`src/rtl/decode_stage.sv`:
```
// RV32I decode stage: 32x32 register file plus opcode/immediate decode,
// all results registered into the decode/execute (C) pipeline register.
module decode_stage #(
   parameter int unsigned DATA_WIDTH = 32
) (
   input  logic                    clk,
   input  logic                    rst_n,
   input  logic [31:0]             InstrB,
   input  logic [DATA_WIDTH-1:0]   PCB,
   input  logic [DATA_WIDTH-1:0]   PCPlus4B,
   input  logic                    WrEnE,
   input  logic [4:0]              WrAddrE,
   input  logic [DATA_WIDTH-1:0]   WrDataE,
   output logic [DATA_WIDTH-1:0]   PCC,
   output logic [DATA_WIDTH-1:0]   PCPlus4C,
   output logic                    RegWriteC,
   output logic                    MemWriteC,
   output logic                    JumpC,
   output logic                    BranchC,
   output logic [1:0]              ALUSrcC,
   output logic [1:0]              ResultSrcC,
   output logic [1:0]              ALUOpC,
   output logic                    LinkRegCtrlC,
   output logic [DATA_WIDTH-1:0]   ImmExtC,
   output logic [DATA_WIDTH-1:0]   RData1C,
   output logic [DATA_WIDTH-1:0]   RData2C,
   output logic [4:0]              RdC,
   output logic [4:0]              Rs1C,
   output logic [4:0]              Rs2C,
   output logic [6:0]              Funct7C,
   output logic [2:0]              Funct3C
);

   localparam int unsigned DW   = DATA_WIDTH;
   localparam int unsigned AW   = 5;
   localparam int unsigned NREG = 32;

   localparam logic [6:0] OP_R     = 7'b0110011;
   localparam logic [6:0] OP_I     = 7'b0010011;
   localparam logic [6:0] OP_LOAD  = 7'b0000011;
   localparam logic [6:0] OP_STORE = 7'b0100011;
   localparam logic [6:0] OP_BR    = 7'b1100011;
   localparam logic [6:0] OP_JAL   = 7'b1101111;
   localparam logic [6:0] OP_JALR  = 7'b1100111;
   localparam logic [6:0] OP_LUI   = 7'b0110111;
   localparam logic [6:0] OP_AUIPC = 7'b0010111;

   // ---------------------------------------------------------------------
   // Register file
   // ---------------------------------------------------------------------
   logic [DW-1:0] regs_q [NREG];
   logic [DW-1:0] regs_d [NREG];
   logic          wr_hit;

   assign wr_hit = WrEnE && (WrAddrE != AW'(0));

   always_comb begin
      regs_d = regs_q;
      if (wr_hit) begin
         regs_d[WrAddrE] = WrDataE;
      end
   end

   always_ff @(posedge clk or posedge rst_n) begin
      if (rst_n) begin
         for (int i = 0; i < int'(NREG); i++) begin
            regs_q[i] <= '0;
         end
      end else begin
         regs_q <= regs_d;
      end
   end

   // Reads see a same-cycle writeback so the C register never holds stale data.
   function automatic logic [DW-1:0] rf_read(input logic [AW-1:0] addr);
      logic [DW-1:0] val;
      if (addr == AW'(0)) begin
         val = '0;
      end else if (wr_hit && (WrAddrE == addr)) begin
         val = WrDataE;
      end else begin
         val = regs_q[addr];
      end
      return val;
   endfunction

   // ---------------------------------------------------------------------
   // Field extraction and control decode
   // ---------------------------------------------------------------------
   logic [6:0]    opcode;
   logic [AW-1:0] rd_f;
   logic [AW-1:0] rs1_f;
   logic [AW-1:0] rs2_f;
   logic          sgn;

   assign opcode = InstrB[6:0];
   assign rd_f   = InstrB[11:7];
   assign rs1_f  = InstrB[19:15];
   assign rs2_f  = InstrB[24:20];
   assign sgn    = InstrB[31];

   logic          reg_write_d,  reg_write_q;
   logic          mem_write_d,  mem_write_q;
   logic          jump_d,       jump_q;
   logic          branch_d,     branch_q;
   logic [1:0]    alu_src_d,    alu_src_q;
   logic [1:0]    result_src_d, result_src_q;
   logic [1:0]    alu_op_d,     alu_op_q;
   logic          link_d,       link_q;
   logic [DW-1:0] imm_d,        imm_q;

   // Unknown opcodes decode to a bubble: every control bit stays low.
   always_comb begin
      reg_write_d  = 1'b0;
      mem_write_d  = 1'b0;
      jump_d       = 1'b0;
      branch_d     = 1'b0;
      alu_src_d    = 2'b00;
      result_src_d = 2'b00;
      alu_op_d     = 2'b00;
      link_d       = 1'b0;
      unique case (opcode)
         OP_R: begin
            reg_write_d = 1'b1;
            alu_op_d    = 2'b10;
         end
         OP_I: begin
            reg_write_d = 1'b1;
            alu_src_d   = 2'b01;
            alu_op_d    = 2'b11;
         end
         OP_LOAD: begin
            reg_write_d  = 1'b1;
            alu_src_d    = 2'b01;
            result_src_d = 2'b01;
         end
         OP_STORE: begin
            mem_write_d = 1'b1;
            alu_src_d   = 2'b01;
         end
         OP_BR: begin
            branch_d = 1'b1;
            alu_op_d = 2'b01;
         end
         OP_JAL: begin
            reg_write_d  = 1'b1;
            jump_d       = 1'b1;
            alu_src_d    = 2'b01;
            result_src_d = 2'b10;
         end
         OP_JALR: begin
            reg_write_d  = 1'b1;
            jump_d       = 1'b1;
            alu_src_d    = 2'b01;
            result_src_d = 2'b10;
            link_d       = 1'b1;
         end
         OP_LUI: begin
            reg_write_d  = 1'b1;
            alu_src_d    = 2'b01;
            result_src_d = 2'b11;
         end
         OP_AUIPC: begin
            reg_write_d = 1'b1;
            alu_src_d   = 2'b11;
         end
         default: ;
      endcase
   end

   // Immediate generation; the format is implied by the opcode.
   always_comb begin
      imm_d = '0;
      unique case (opcode)
         OP_I, OP_LOAD, OP_JALR:
            imm_d = {{(DW-12){sgn}}, InstrB[31:20]};
         OP_STORE:
            imm_d = {{(DW-12){sgn}}, InstrB[31:25], InstrB[11:7]};
         OP_BR:
            imm_d = {{(DW-13){sgn}}, InstrB[31], InstrB[7], InstrB[30:25],
                     InstrB[11:8], 1'b0};
         OP_LUI, OP_AUIPC:
            imm_d = {{(DW-32){sgn}}, InstrB[31:12], 12'h000};
         OP_JAL:
            imm_d = {{(DW-21){sgn}}, InstrB[31], InstrB[19:12], InstrB[20],
                     InstrB[30:21], 1'b0};
         default: ;
      endcase
   end

   // ---------------------------------------------------------------------
   // Data path into the C register
   // ---------------------------------------------------------------------
   logic [DW-1:0] pc_d,      pc_q;
   logic [DW-1:0] pc4_d,     pc4_q;
   logic [DW-1:0] rdata1_d,  rdata1_q;
   logic [DW-1:0] rdata2_d,  rdata2_q;
   logic [AW-1:0] rd_d,      rd_q;
   logic [AW-1:0] rs1_d,     rs1_q;
   logic [AW-1:0] rs2_d,     rs2_q;
   logic [6:0]    funct7_d,  funct7_q;
   logic [2:0]    funct3_d,  funct3_q;

   always_comb begin
      pc_d     = PCB;
      pc4_d    = PCPlus4B;
      rdata1_d = rf_read(rs1_f);
      rdata2_d = rf_read(rs2_f);
      rd_d     = rd_f;
      rs1_d    = rs1_f;
      rs2_d    = rs2_f;
      funct7_d = InstrB[31:25];
      funct3_d = InstrB[14:12];
   end

   always_ff @(posedge clk or posedge rst_n) begin
      if (rst_n) begin
         pc_q         <= '0;
         pc4_q        <= '0;
         reg_write_q  <= 1'b0;
         mem_write_q  <= 1'b0;
         jump_q       <= 1'b0;
         branch_q     <= 1'b0;
         alu_src_q    <= 2'b00;
         result_src_q <= 2'b00;
         alu_op_q     <= 2'b00;
         link_q       <= 1'b0;
         imm_q        <= '0;
         rdata1_q     <= '0;
         rdata2_q     <= '0;
         rd_q         <= '0;
         rs1_q        <= '0;
         rs2_q        <= '0;
         funct7_q     <= '0;
         funct3_q     <= '0;
      end else begin
         pc_q         <= pc_d;
         pc4_q        <= pc4_d;
         reg_write_q  <= reg_write_d;
         mem_write_q  <= mem_write_d;
         jump_q       <= jump_d;
         branch_q     <= branch_d;
         alu_src_q    <= alu_src_d;
         result_src_q <= result_src_d;
         alu_op_q     <= alu_op_d;
         link_q       <= link_d;
         imm_q        <= imm_d;
         rdata1_q     <= rdata1_d;
         rdata2_q     <= rdata2_d;
         rd_q         <= rd_d;
         rs1_q        <= rs1_d;
         rs2_q        <= rs2_d;
         funct7_q     <= funct7_d;
         funct3_q     <= funct3_d;
      end
   end

   assign PCC          = pc_q;
   assign PCPlus4C     = pc4_q;
   assign RegWriteC    = reg_write_q;
   assign MemWriteC    = mem_write_q;
   assign JumpC        = jump_q;
   assign BranchC      = branch_q;
   assign ALUSrcC      = alu_src_q;
   assign ResultSrcC   = result_src_q;
   assign ALUOpC       = alu_op_q;
   assign LinkRegCtrlC = link_q;
   assign ImmExtC      = imm_q;
   assign RData1C      = rdata1_q;
   assign RData2C      = rdata2_q;
   assign RdC          = rd_q;
   assign Rs1C         = rs1_q;
   assign Rs2C         = rs2_q;
   assign Funct7C      = funct7_q;
   assign Funct3C      = funct3_q;

endmodule

```
`config.mk`:
```
export PLATFORM = sky130hd
export DESIGN_NAME = decode_stage
export DESIGN_NICKNAME = d
export VERILOG_FILES = /design/src/rtl/decode_stage.sv
export SDC_FILE = /design/constraint.sdc
export NUM_CORES = 2
export LEC_CHECK = 0
export BUFFER_PORTS_ARGS = -buffer_cell sky130_fd_sc_hd__buf_2
export CAP_MARGIN = 0
export CORE_MARGIN = 1.5
export CORE_UTILIZATION = 52
export CTS_BUF_LIST = sky130_fd_sc_hd__clkbuf_8
export CTS_CLUSTER_SIZE = 28
export DETAILED_ROUTE_END_ITERATION = 10
export PLACE_DENSITY = 0.78
export RECOVER_POWER = 25
export SYNTH_ARGS = -nofsm -noshare
export SYNTH_HDL_FRONTEND = slang
export SYNTH_SLANG_ARGS = --single-unit
```
`constraint.sdc`:
```
create_clock -name clk -period 56.8 [get_ports clk]
set_input_delay 11.36 -clock clk [delete_from_list [all_inputs] [get_ports clk]]
set_output_delay 11.36 -clock clk [all_outputs]
set_load 0.01 [all_outputs]
```
==> metrics.txt <==
port bufs=331; crit share post-route=0.347; global-route wire length before repair=264 mm; Num CTS Buffers=196; clock transition at the registers of the reported paths=0.06 ns; Max Root-Sink Buffers=3; most common cell after layout, fill and taps aside=dfrtp_1; Setup CP Type=input port to flop; final setup skew=0.0478 ns; largest net degree at the start of global routing=193; commonest non-fill, non-tap cells in the layout=dfrtp_1, mux2_2, mux4_2; Starting Density=0.526; worst-margin pin slew=7.52 ns; post-layout min period=19.72 ns; GRT Util Overall=0.303; Die H=343 um; drt pass-1 iters=8; die area=0.118 mm2; GRT met3 Usage=0.0811; Reg2Reg Depth=5; Post-synth ARST share=1.00; final hold violation count=0; Final setup viols=0; CP max stage delay=5.25 ns; # Post-CTS Setup Buffers=0; grt met1 use=0.418; grt peak-use layer=met2; DR vias=39300; post_cts resized=0; min-delay src=regs_q[1006]; # IOs=332; Slowest-stage cell, CP=clkbuf_1; RR Startpoint=regs_q[324]; worst vdd ir=0.0172 mV; CTS sink cnt=1220; nets=4270; initial DRC count=4412; Routability Congestion=0.830; Post-route DRC=29; share of layout cells above drive strength 1=0.504; Syn Area/Cell=15.2 um2; Final Max Slew Viols=1111; Routed Antenna Nets=0; RR Endpoint=RData2C[4]; CTS root buffer=clkbuf_8; final setup TNS=0 ns; htree depth=4; Area Overhead vs Synth=11.1%; Critical Path End=RData1C[7]; Die Width=343 um; cell mode on critical path=buf_4; M2 GR Usage=0.457; Pwr per Cell Area=35.4 mW/mm2; max frequency=50.7 MHz; Worst Hold Slack=0.392 ns; Post-synth EDFFs=0; Row Count=124; mapped cell area=0.0602 mm2; total wire length=177 mm; worst-path cell chain=buf_8 -> clkbuf_1 -> nor2_4 -> buf_4 -> a21oi_1 -> o31ai_4 -> buf_4 -> nor2b_1 -> a221o_1; Critical Path Sink Type=flop; Max-Cap Viols=28; violated checks=DRC, capacitance limit, slew limit; headroom to the max-slew limit=-4.02; CP Data Arrival Time=20.54 ns; clk_lat worst skew=0.91 ns; Worst Path Required=57.62 ns; Hold Path Class=flop to flop; WL per Instance=30.5 um; YS warnings=0; Core Box Area=0.115 mm2; synth unique cells=56; status=finished, violations left; worst setup path start=InstrB[16]; CP Launch Type=input port; CTS tree=yes; Leakage=30.1 nW; vias in the first global route=40400; Syn Inst Count=3954; initial antenna violation count=8; R2R Setup Slk=54.61 ns; ys flop type=dfrtp_1; Vias/cell=6.77; RSZ-0062 raised after global routing=false; sequential share of the synthesized area=0.507; gr ovfl total=0; post-cts hold buffer count=0; Fillers=8865; Post-Syn Nets=4090; Final HPWL DP=101 mm; flip-flop and latch count after synthesis=1220; Worst Path Max Fanout=98
-- where the power goes --
part / switching [mW] / total, mW / leakage (nW) / internal, mW
Clock: 0.363 / 0.790 / 2.41 / 0.427
Sequential: 0.113 / 1.13 / 15.6 / 1.02
Combinational: 0.176 / 0.441 / 12.1 / 0.264
Total: 0.652 / 2.36 / 30.1 / 1.71
-- area by class of cell --
type	instances	area [um2]	share of cell area
clock buffer	256	3520	0.0527
inverter	4	18.8	0.000281
clock inverter	106	641	0.00959
tap	1512	1890	0.0283
antenna	1	2.50	0.0000374
multi-input combinational	2293	28000	0.418
sequential	1220	30500	0.457
timing repair buffer	419	2260	0.0339
-- registers in the layout (all words and copies together), names as in the netlist, 2 cells and up --
register / count
ALUSrcC: 2
ALUOpC: 2
Rs1C: 5
Funct3C: 3
ImmExtC: 32
PCC: 32
Rs2C: 5
RdC: 5
regs_q: 1024
PCPlus4C: 32
RData1C: 32
RData2C: 32
ResultSrcC: 2
Funct7C: 7
-- metal layers --
metal | vias up | share of wire
li1 | 15600 | -
met1 | 20900 | 0.39
met2 | 2345 | 0.46
met3 | 499 | 0.11
met4 | 8 | 0.044
met5 | - | 0.00033
-- logic make-up (layout without fill, tap and decap cells) --
kind of cell / after synthesis / in the layout / share of synthesized area
muxes: 1613 / 1613 / 0.386
xor gates and xnor gates: 10 / 10 / 0.00146
AOI/OAI and AO/OA: 394 / 394 / 0.0493
buffers and inverters: 441 / 785 / 0.0304
and+or+nand+nor: 276 / 276 / 0.0255
other: 0 / 1 / 0
DFF: 1220 / 1220 / 0.507
-- cells in the mapped netlist, types with 33 or more instances --
cell type  count  area share
mux2_2       992        0.19
a22oi_1       42      0.0052
o22ai_1       59      0.0061
nor2_1        47      0.0029
dfrtp_1     1220        0.51
mux4_2       466        0.17
nor3_1        42      0.0035
o21ai_0       33      0.0027
buf_2         77      0.0064
a21oi_1       52      0.0043
nor2b_1      106       0.011
buf_1         63      0.0039
a211o_1       35      0.0051
clkbuf_1     281       0.018
a221o_1       60       0.010
mux2i_1      154       0.026
-- critical path, delay by kind of cell --
kind | cells | cell delay (ns)
and+or+nand+nor | 2 | 1.53
buffers and inverters | 4 | 6.70
AOI/OAI and AO/OA | 3 | 0.75
-- worst min-delay path by stage --
stage              endpoint  slack, ns  cells after the start
2_1_floorplan  regs_q[1000]       0.44                      1
3_3_place_gp   regs_q[1007]       0.38                      0
3_5_place_dp   regs_q[1006]       0.38                      0
4_1_cts        regs_q[1022]       0.40                      0
5_1_grt        regs_q[1010]       0.41                      0
6_report       regs_q[1006]       0.39                      0
-- through the flow --
stage	instance area [um2]	setup slack [ns]	std cells	utilization	power (mW)
finish	66800	37.08	5811	0.584	2.36
global route	66800	37.00	5811	0.584	2.46
CTS	67000	41.15	5810	0.585	2.36
detailed placement	62900	40.20	5448	0.549	1.58
global placement	62900	40.29	5448	0.549	1.55
floorplan	60200	11.07	3954	-	1.45
Note: power is estimated with default switching activity, not from simulation.
